`config.mk`:
```
export PLATFORM = sky130hd
export DESIGN_NAME = sync_start_scheduler
export DESIGN_NICKNAME = d
export VERILOG_FILES = /design/src/rtl/sync_start_scheduler.sv
export SDC_FILE = /design/constraint.sdc
export NUM_CORES = 1
export LEC_CHECK = 0
export CAP_MARGIN = 20
export CORE_MARGIN = 4
export CORE_UTILIZATION = 37
export CTS_BUF_LIST = sky130_fd_sc_hd__clkbuf_8
export CTS_CLUSTER_SIZE = 12
export DETAILED_ROUTE_END_ITERATION = 10
export GPL_TIMING_DRIVEN = 1
export SYNTH_ARGS = -nofsm -noshare
export SYNTH_HDL_FRONTEND = slang
export SYNTH_SLANG_ARGS = --single-unit
```
`constraint.sdc`:
```
create_clock -name clk_20mhz -period 7.27 [get_ports clk_20mhz]
set_input_delay 2.181 -clock clk_20mhz [delete_from_list [all_inputs] [get_ports clk_20mhz]]
set_output_delay 2.181 -clock clk_20mhz [all_outputs]
set_load 0.1 [all_outputs]
```
`src/rtl/sync_start_scheduler.sv`:
```
// Row-rate gen_sync_start generator: sequences N frames of R rows with start/stop control.
// Define SYNC_SCHED_FRAME_GAP_EN to add cfg_frame_gap and the blanking GAP state between frames.
module sync_start_scheduler #(
   parameter int CNT_W = 16
) (
   input  logic             clk_20mhz,
   input  logic             rst_20mhz,
   input  logic             start_i,
   input  logic             stop_i,
   input  logic [CNT_W-1:0] cfg_line_period,
   input  logic [CNT_W-1:0] cfg_sync_width,
   input  logic [CNT_W-1:0] cfg_rows,
   input  logic [CNT_W-1:0] cfg_frames,
`ifdef SYNC_SCHED_FRAME_GAP_EN
   input  logic [CNT_W-1:0] cfg_frame_gap,
`endif
   output logic             gen_sync_start,
   output logic [31:0]      active_repeat_count_o,
   output logic [CNT_W-1:0] frame_cnt_o,
   output logic             busy_o,
   output logic             frame_done_o,
   output logic             seq_done_o,
   output logic             cfg_err_o
);

   typedef enum logic [1:0] {
      ST_IDLE,
      ST_LINE,
`ifdef SYNC_SCHED_FRAME_GAP_EN
      ST_GAP,
`endif
      ST_DONE
   } state_t;

   localparam logic [CNT_W-1:0] ONE = CNT_W'(1);

   state_t           state_q, state_d;
   logic [CNT_W-1:0] line_cnt_q, line_cnt_d;
   logic [CNT_W-1:0] row_q, row_d;
   logic [CNT_W-1:0] frame_q, frame_d;
   logic             stop_pend_q, stop_pend_d;

   logic [CNT_W-1:0] period_q, period_d;
   logic [CNT_W-1:0] width_q, width_d;
   logic [CNT_W-1:0] rows_q, rows_d;
   logic [CNT_W-1:0] frames_q, frames_d;
`ifdef SYNC_SCHED_FRAME_GAP_EN
   logic [CNT_W-1:0] gap_q, gap_d;
   logic [CNT_W-1:0] gap_cnt_q, gap_cnt_d;
`endif

   logic             cfg_legal;
   logic             stop_now;
   logic             line_end;
   logic             last_row;
   logic             last_frame;
   logic             cfg_err_d;
   logic [CNT_W-1:0] row_out_q, row_out_d;

   // Legality is judged on the values being latched, so the error lands one cycle after start.
   assign cfg_legal = (cfg_line_period >= CNT_W'(2)) &&
                      (cfg_sync_width != '0) &&
                      (cfg_sync_width < cfg_line_period) &&
                      (cfg_rows != '0);

   assign stop_now   = stop_pend_q | stop_i;
   assign line_end   = (line_cnt_q == period_q - ONE);
   assign last_row   = (row_q == rows_q - ONE);
   assign last_frame = (frames_q != '0) && (frame_q == frames_q - ONE);

   // NOTE: every signal gets its hold value before the case so no path leaves it unassigned (no latches).
   always_comb begin
      state_d     = state_q;
      line_cnt_d  = line_cnt_q;
      row_d       = row_q;
      frame_d     = frame_q;
      stop_pend_d = stop_pend_q;
      period_d    = period_q;
      width_d     = width_q;
      rows_d      = rows_q;
      frames_d    = frames_q;
`ifdef SYNC_SCHED_FRAME_GAP_EN
      gap_d       = gap_q;
      gap_cnt_d   = gap_cnt_q;
`endif
      cfg_err_d   = 1'b0;

      case (state_q)
         ST_IDLE: begin
            stop_pend_d = 1'b0;
            if (start_i && !stop_i) begin
               period_d = cfg_line_period;
               width_d  = cfg_sync_width;
               rows_d   = cfg_rows;
               frames_d = cfg_frames;
`ifdef SYNC_SCHED_FRAME_GAP_EN
               gap_d    = cfg_frame_gap;
`endif
               if (cfg_legal) begin
                  state_d    = ST_LINE;
                  line_cnt_d = '0;
                  row_d      = '0;
                  frame_d    = '0;
               end else begin
                  cfg_err_d = 1'b1;
               end
            end
         end

         ST_LINE: begin
            if (stop_i) stop_pend_d = 1'b1;
            if (!line_end) begin
               line_cnt_d = line_cnt_q + ONE;
            end else if (stop_now) begin
               state_d = ST_DONE;
            end else if (!last_row) begin
               row_d      = row_q + ONE;
               line_cnt_d = '0;
            end else if (last_frame) begin
               state_d = ST_DONE;
            end else begin
               row_d      = '0;
               frame_d    = frame_q + ONE;
               line_cnt_d = '0;
`ifdef SYNC_SCHED_FRAME_GAP_EN
               if (gap_q != '0) begin
                  state_d   = ST_GAP;
                  gap_cnt_d = '0;
               end
`endif
            end
         end

`ifdef SYNC_SCHED_FRAME_GAP_EN
         ST_GAP: begin
            if (stop_i) stop_pend_d = 1'b1;
            if (gap_cnt_q == gap_q - ONE) begin
               state_d    = stop_now ? ST_DONE : ST_LINE;
               line_cnt_d = '0;
            end else begin
               gap_cnt_d = gap_cnt_q + ONE;
            end
         end
`endif

         ST_DONE: begin
            state_d     = ST_IDLE;
            stop_pend_d = 1'b0;
         end

         default: state_d = ST_IDLE;
      endcase
   end

   // The row output only moves when a line starts, so it rises together with gen_sync_start.
   assign row_out_d = (state_d == ST_LINE) ? row_d : row_out_q;

   // NOTE: sequential state uses non-blocking assignments so every flop samples pre-edge values.
   always_ff @(posedge clk_20mhz) begin
      if (rst_20mhz) begin
         state_q     <= ST_IDLE;
         line_cnt_q  <= '0;
         row_q       <= '0;
         frame_q     <= '0;
         stop_pend_q <= 1'b0;
         period_q    <= '0;
         width_q     <= '0;
         rows_q      <= '0;
         frames_q    <= '0;
`ifdef SYNC_SCHED_FRAME_GAP_EN
         gap_q       <= '0;
         gap_cnt_q   <= '0;
`endif
      end else begin
         state_q     <= state_d;
         line_cnt_q  <= line_cnt_d;
         row_q       <= row_d;
         frame_q     <= frame_d;
         stop_pend_q <= stop_pend_d;
         period_q    <= period_d;
         width_q     <= width_d;
         rows_q      <= rows_d;
         frames_q    <= frames_d;
`ifdef SYNC_SCHED_FRAME_GAP_EN
         gap_q       <= gap_d;
         gap_cnt_q   <= gap_cnt_d;
`endif
      end
   end

   // Outputs are flops loaded from next-state values, so they line up with the state they describe.
   always_ff @(posedge clk_20mhz) begin
      if (rst_20mhz) begin
         gen_sync_start        <= 1'b0;
         active_repeat_count_o <= '0;
         row_out_q             <= '0;
         frame_cnt_o           <= '0;
         busy_o                <= 1'b0;
         frame_done_o          <= 1'b0;
         seq_done_o            <= 1'b0;
         cfg_err_o             <= 1'b0;
      end else begin
         gen_sync_start        <= (state_d == ST_LINE) && (line_cnt_d < width_d);
         active_repeat_count_o <= 32'(row_out_d);
         row_out_q             <= row_out_d;
         frame_cnt_o           <= frame_d;
         busy_o                <= (state_d != ST_IDLE);
         frame_done_o          <= (state_d == ST_LINE) &&
                                  (line_cnt_d == period_d - ONE) &&
                                  (row_d == rows_d - ONE);
         seq_done_o            <= (state_d == ST_DONE);
         cfg_err_o             <= cfg_err_d;
      end
   end

endmodule
```
# Word level (Yosys, flattened, before mapping)
# Index checks and enable logic that the tools add are counted.
[op_classes]
n_addsub = 8
magnitude_cmp = 3
n_eq_ne = 16
mux = 38
bitwise_logic = 3
reduce_logical = 21
[op_table]
columns = ["cell", "count"]
rows = [
  ["$mux W16", 25],
  ["$pmux W16 S2", 3],
  ["$eq A16 B16 Y1", 5],
  ["$sub A16 B1 Y16 const B", 5],
  ["$add A16 B1 Y16 const B", 3],
  ["$reduce_bool A16 Y1", 3],
  ["$lt A16 B16 Y1", 2],
  ["$ge A16 B2 Y1 const B", 1],
  ["$ne A2 B2 Y1 const B", 7],
  ["$mux W2", 6],
  ["$logic_and A1 B1 Y1", 8],
  ["$reduce_and A7 Y1", 1],
  ["$reduce_bool A2 Y1", 3],
  ["$eq A2 B1 Y1 const B", 2],
  ["$eq A2 B2 Y1 const B", 2],
  ["$pmux W2 S2", 1],
  ["$reduce_and A2 Y1", 2],
  ["$reduce_or A3 Y1", 1],
  ["$logic_not A2 Y1", 1],
  ["$mux W1", 2],
  ["$not A1 Y1", 2],
  ["$pmux W1 S2", 1],
  ["$reduce_or A2 Y1", 1],
  ["$logic_not A1 Y1", 1],
  ["$or A1 B1 Y1", 1],
]
[word_totals]
register_bits = 152
in_bits = 68
wordCells = 105

# Depth between registers and ports, before layout
[depth]
ltp_word = 11
mapped_depth = 24
ltp_nobuf = 22

# Worst setup path after synthesis
# Ideal clock, no wire load.
[synth_path]
kind = "input-to-reg"
from = "input start_i"
to = "register frame_done_o"
setup_time_ns = 0.103
t_arrival_ns = 7.022
required_time_ns = 7.167
slack_ns = 0.145
path_stages = 21
path_cell_list = "or4b_2 > clkbuf_1 > clkbuf_1 > buf_1 > clkbuf_1 > clkbuf_1 > clkbuf_1 > nor2_1 > a21oi_1 > ha_1 > clkbuf_1 > nand4_1 > a22oi_1 > o21a_1 > xnor2_1 > nand4b_1 > o31ai_1 > or4_1 > nor4_1 > nand4_1 > a2111oi_2"
[synth_between]
elab_chain_cells = 7
[synth_rtl]
columns = ["item", "line_no", "source"]
rows = [
  ["start, declared", "8", "input logic start_i,"],
  ["$logic_and A1 B1 Y1 *", "91", "if (start_i && !stop_i) begin"],
  ["$mux W16", "91", ""],
  ["$mux W16", "88", "case (state_q)"],
  ["$sub A16 B1 Y16", "209", "(line_cnt_d == period_d - ONE) &&"],
  ["$eq A16 B16 Y1", "209", ""],
  ["$logic_and A1 B1 Y1", "208", "frame_done_o <= (state_d == ST_LINE) &&"],
  ["$logic_and A1 B1 Y1 *", "209", ""],
  ["end signal, assigned", "208", ""],
  ["end, declared", "21", "output logic frame_done_o,"],
]
# Mark *: on every way between the ends. The rest lies on a longest branch, timed or not.
# A chain may end at the register's enable or synchronous reset.

# Worst setup path in the final report
[layout_path]
from = "input cfg_line_period[9]"
to = "register frame_done_o"
[layout_between]
elab_chain_cells = 10
[layout_rtl]
columns = ["item", "line_no", "source"]
rows = [
  ["start, declared", "10", "input logic [CNT_W-1:0] cfg_line_period,"],
  ["$ge A16 B2 Y1", "61", "assign cfg_legal = (cfg_line_period >= CNT_W'(2)) &&"],
  ["$logic_and A1 B1 Y1", "61", ""],
  ["$logic_and A1 B1 Y1", "62", "(cfg_sync_width != '0) &&"],
  ["$logic_and A1 B1 Y1", "63", "(cfg_sync_width < cfg_line_period) &&"],
  ["$mux W16 / $mux W2 (equally long branches)", "99", "if (cfg_legal) begin"],
  ["$mux W16 / $mux W2 (equally long branches)", "91", ""],
  ["$pmux W16 S2 / $pmux W2 S2 (equally long branches)", "88", ""],
  ["$eq A16 B16 Y1 / $eq A2 B1 Y1 (equally long branches)", "209, 208", ""],
  ["$logic_and A1 B1 Y1", "208", ""],
  ["$logic_and A1 B1 Y1 *", "209", ""],
]
# Marked as above.

==> metrics list <==
* Last weighted congestion value of the routability-driven placer: 1.01
- Worst endpoint data arrival time: 6.76 ns
- Cts repair resizes: 0
- Clock latency on the worst-skew pair, taken at its later pin, is 0.47 ns.
* Post-detailed-route via-to-cell ratio: 5.94
- Final worst path period need: 6.39 ns
- For this design the ratio of total power to cell area is 175 mW/mm^2.
- In the global route stage, met3 resource usage came out at 0.0408.
- Router iterations before antenna repair: 5
- Cell count after synthesis: 1478
- For this run, the total global-route usage over all layers was measured as 0.247.
- The die covers 0.0324 mm^2.
* Core area: 0.0289 mm^2
- Final Routed Wirelength: 41600 um
* Total half-perimeter wirelength after legalization and detailed placement: 32300 um
- Area of the mapped netlist: 0.0109 mm^2
* Starting DRC count in detailed routing: 1223
* Drt wl/cell: 21.5 um
- Summed over all instances, the cell type with the most area after synthesis is sky130_fd_sc_hd__dfxtp_1.
- Total Negative Setup Slacks: 0 ns
- Worst min-delay path class: reg2reg
- Setup repair after global routing left no endpoint under its margin.
- Final Cycle Share: 0.879
* Design internal power: 1.40 mW
- Post-synthesis register bit count: 136
* Global routing met1 resource utilization: 0.353
- Most Crowded Layer GR: met2
- Remaining antenna violation count after routing: 0
- Fraction of post-synthesis cell area in the top cell type by area: 0.249
* Share of final-layout standard cells stronger than drive strength 1: 0.0683
- Transition at the pin with the smallest max-transition slack: 0.998 ns
* Cts bufs inserted: 17
* Sw frac: 0.370
- Psw: 0.824 mW
* Wire length of the first global-routing pass: 64100 um
- Count of pins on the block boundary: 121
- The die is 180 um wide.
- Between clock sinks in the finished design, the worst skew comes to 0.0191 ns.
- Input and output buffers added on the ports amount to 104.
* # diodes: 0
- Top-count cell post-synth: sky130_fd_sc_hd__nor2_1
- M2 GR Usage: 0.383
- The number of hold violations in the final report is 0.
* Number of pins with negative max-slew slack in the final report: 0
* Initial antenna violation count: 0
* Placement Rows: 62
- CTS H-Tree Depth: 4
- Crit path max fanout: 5
- Clock root buffer: sky130_fd_sc_hd__clkbuf_8
- STA puts the critical path data required time at 7.64 ns.
* Leakage power figure: 4.70 nW
* Post-route worst setup slack: 0.878 ns
- After clock tree synthesis, the setup repair step added 0 buffers.
- Most used DFF post-synth: sky130_fd_sc_hd__dfxtp_1
- Count of yosys warnings during synthesis: 0
* Initial core utilization: 0.378
* Sequential fraction of design power: 0.361
- CTS sink cnt: 136
* Part of the total power dissipated in the clock network: 0.330
* Share of power burned in combinational logic: 0.309
- Entering global routing, the biggest net connects 64 pins.
* Post-synthesis async set-or-reset flop share: 0
- Relative to the synthesized area, the layout overhead comes to 16.5%.
- Instance area after placement: 0.0123 mm^2
- Tightest slew margin relative to the limit: 0.332
* Die span in y: 180 um
* Main area contributors after synthesis: sky130_fd_sc_hd__dfxtp_1, sky130_fd_sc_hd__xnor2_1, sky130_fd_sc_hd__nor2_1
* Number of global-route vias before repair: 10.7k
* Sequential-to-total area share from yosys stat: 0.249
- Number of hold buffers added after cts: 0
- Global routing finished with a remaining overflow of 0.
* EDFF count, synth: 0
- The tool flagged a number of max-cap violations equal to 0.
* Largest voltage drop on the vdd net: 0.109 mV
- STA classifies the critical path startpoint as an input pin.
- The worst setup path is captured at a flop.
* Final net count: 1646
* Clock tree from TritonCTS: done
- Timing analysis after detailed placement gives a worst setup slack of 0.514 ns.
* Finish-stage setup viols: 0
- For this run, design rule violations remaining after detail routing come to 0.
- The flow ran to the end, and the final reports show no timing, DRC or antenna violations.
- Crit Path Class: in2reg
- For this block, the via count after detailed routing is 11.5k.
- By count the netlist is led by sky130_fd_sc_hd__nor2_1, sky130_fd_sc_hd__nand2_1, sky130_fd_sc_hd__dfxtp_1.
- Each instance of the synthesized netlist takes up on average 7.39 um^2.
- The longest clock path from root to sink contains 2 buffers.
- Yosys mapped the design onto 91 distinct sky130hd cell types.
- Achievable frequency: 0.156 GHz
* Clock-pin slew reported for the worst setup and hold paths after clock tree synthesis: 0.09 ns
- Summing all non-filler instances in the final layout gives an area of 0.0127 mm^2.
## layout make-up
cell class / count / area [um^2]
fillers: 2965 / 16200
multi-input cells: 1206 / 7630
flip-flops and latches: 136 / 2720
repair buffers: 137 / 1300
well taps: 384 / 480
clock buffers: 18 / 248
clock inverters: 14 / 195
inverters: 41 / 154
## stage by stage
step                std cells  hold WS [ns]   util  power, mW
floorplan                1493         0.454      -       1.29
global placement         1903         0.449  0.425       1.49
detailed placement       1903         0.457  0.425       1.49
CTS                      1935         0.470  0.440       2.23
global route             1936         0.501  0.440       2.32
finish                   1936         0.464  0.440       2.23
## state kept, by name, summed over array words and instances (netlist names), 2 cells and up
| register | flops |
|---|---|
| frame_cnt_o | 16 |
| frames_q | 16 |
| line_cnt_q | 16 |
| period_q | 16 |
| row_out_q | 16 |
| row_q | 16 |
| rows_q | 16 |
| width_q | 16 |
| state_q | 2 |
## metal layers
metal / vias up / share of wire
met5: - / 0
met3: 84 / 0.079
met4: 0 / 0.029
li1: 5457 / -
met1: 5427 / 0.46
met2: 536 / 0.43
## path summary, 6_finish.rpt
kind	start	to	slack, ns	cells after the start
hold / removal	row_out_q[2]$_SDFFE_PP0P_	row_out_q[2]$_SDFFE_PP0P_	0.46	2
setup reg to reg	rows_q[0]$_SDFF_PP0_	gen_sync_start$_SDFF_PP0_	1.42	22
setup / recovery	cfg_line_period[9]	frame_done_o$_SDFF_PP0_	0.88	14
hold reg to reg	row_out_q[2]$_SDFFE_PP0P_	row_out_q[2]$_SDFFE_PP0P_	0.46	2
## logic make-up (layout without fill, tap and decap cells)
logic type / count (synthesis) / after routing / synth area share
buf+inv: 151 / 210 / 0.0588
fa+ha+maj: 39 / 39 / 0.0446
compound gates: 318 / 318 / 0.200
other cells: 1 / 16 / 0.000343
mux: 40 / 40 / 0.0373
simple gates: 671 / 671 / 0.312
flops: 136 / 136 / 0.249
xor+xnor: 122 / 122 / 0.0978
## power groups by stage
stage	Clock [mW]	Combinational [mW]	Sequential, mW
detailed placement	0	0.673	0.821
CTS	0.751	0.677	0.803
finish	0.735	0.688	0.804
floorplan	0	0.447	0.841
global route	0.775	0.739	0.808
global placement	0	0.674	0.820
## layout by cell type (no fill, tap or decap), types with 6 or more instances in the layout
| cell | netlist | layout |
|---|---|---|
| sky130_fd_sc_hd__o21a_1 | 9 | 9 |
| sky130_fd_sc_hd__or3_1 | 15 | 15 |
| sky130_fd_sc_hd__or2_2 | 10 | 10 |
| sky130_fd_sc_hd__xor2_1 | 43 | 43 |
| sky130_fd_sc_hd__a211oi_1 | 18 | 18 |
| sky130_fd_sc_hd__o211ai_1 | 14 | 14 |
| sky130_fd_sc_hd__o31ai_1 | 12 | 11 |
| sky130_fd_sc_hd__nor4_1 | 41 | 41 |
| sky130_fd_sc_hd__or4_1 | 15 | 15 |
| sky130_fd_sc_hd__nand3b_1 | 6 | 6 |
| sky130_fd_sc_hd__a31oi_1 | 9 | 9 |
| sky130_fd_sc_hd__nor2b_1 | 28 | 28 |
| sky130_fd_sc_hd__nor3b_1 | 11 | 11 |
| sky130_fd_sc_hd__nand4_1 | 39 | 39 |
| sky130_fd_sc_hd__nor2_1 | 178 | 178 |
| sky130_fd_sc_hd__ha_1 | 39 | 39 |
| sky130_fd_sc_hd__a21o_1 | 9 | 9 |
| sky130_fd_sc_hd__and4_1 | 6 | 6 |
| sky130_fd_sc_hd__conb_1 | 1 | 16 |
| sky130_fd_sc_hd__and3_1 | 25 | 25 |
| sky130_fd_sc_hd__a22oi_1 | 12 | 12 |
| sky130_fd_sc_hd__mux2i_1 | 34 | 34 |
| sky130_fd_sc_hd__o22ai_1 | 6 | 6 |
| sky130_fd_sc_hd__nor3_1 | 58 | 58 |
| sky130_fd_sc_hd__and2_1 | 7 | 7 |
| sky130_fd_sc_hd__clkdlybuf4s50_1 | 0 | 103 |
| sky130_fd_sc_hd__xnor2_1 | 79 | 79 |
| sky130_fd_sc_hd__a21oi_1 | 102 | 102 |
| sky130_fd_sc_hd__nand3_1 | 42 | 42 |
| sky130_fd_sc_hd__nand2b_1 | 11 | 11 |
| sky130_fd_sc_hd__nand2_1 | 150 | 150 |
| sky130_fd_sc_hd__o21ai_0 | 45 | 45 |
| sky130_fd_sc_hd__dfxtp_1 | 136 | 136 |
| sky130_fd_sc_hd__inv_1 | 41 | 42 |
| sky130_fd_sc_hd__clkbuf_8 | 0 | 18 |
| sky130_fd_sc_hd__buf_4 | 16 | 32 |
## worst max-delay path: stages
cell and delay, ns:
sky130_fd_sc_hd__clkdlybuf4s50_1 0.52, sky130_fd_sc_hd__inv_1 0.09, sky130_fd_sc_hd__ha_1 0.32, sky130_fd_sc_hd__a211oi_1 0.22, sky130_fd_sc_hd__o21ai_0 0.13, sky130_fd_sc_hd__o2111a_1 0.20, sky130_fd_sc_hd__nor4b_1 0.74, sky130_fd_sc_hd__nand3_1 0.23
sky130_fd_sc_hd__o21ai_1 0.39, sky130_fd_sc_hd__o31ai_1 0.16, sky130_fd_sc_hd__a21boi_1 0.46, sky130_fd_sc_hd__xnor2_1 0.19, sky130_fd_sc_hd__or4_1 0.57, sky130_fd_sc_hd__a2111oi_2 0.36
(Power assumes the default switching activity.)
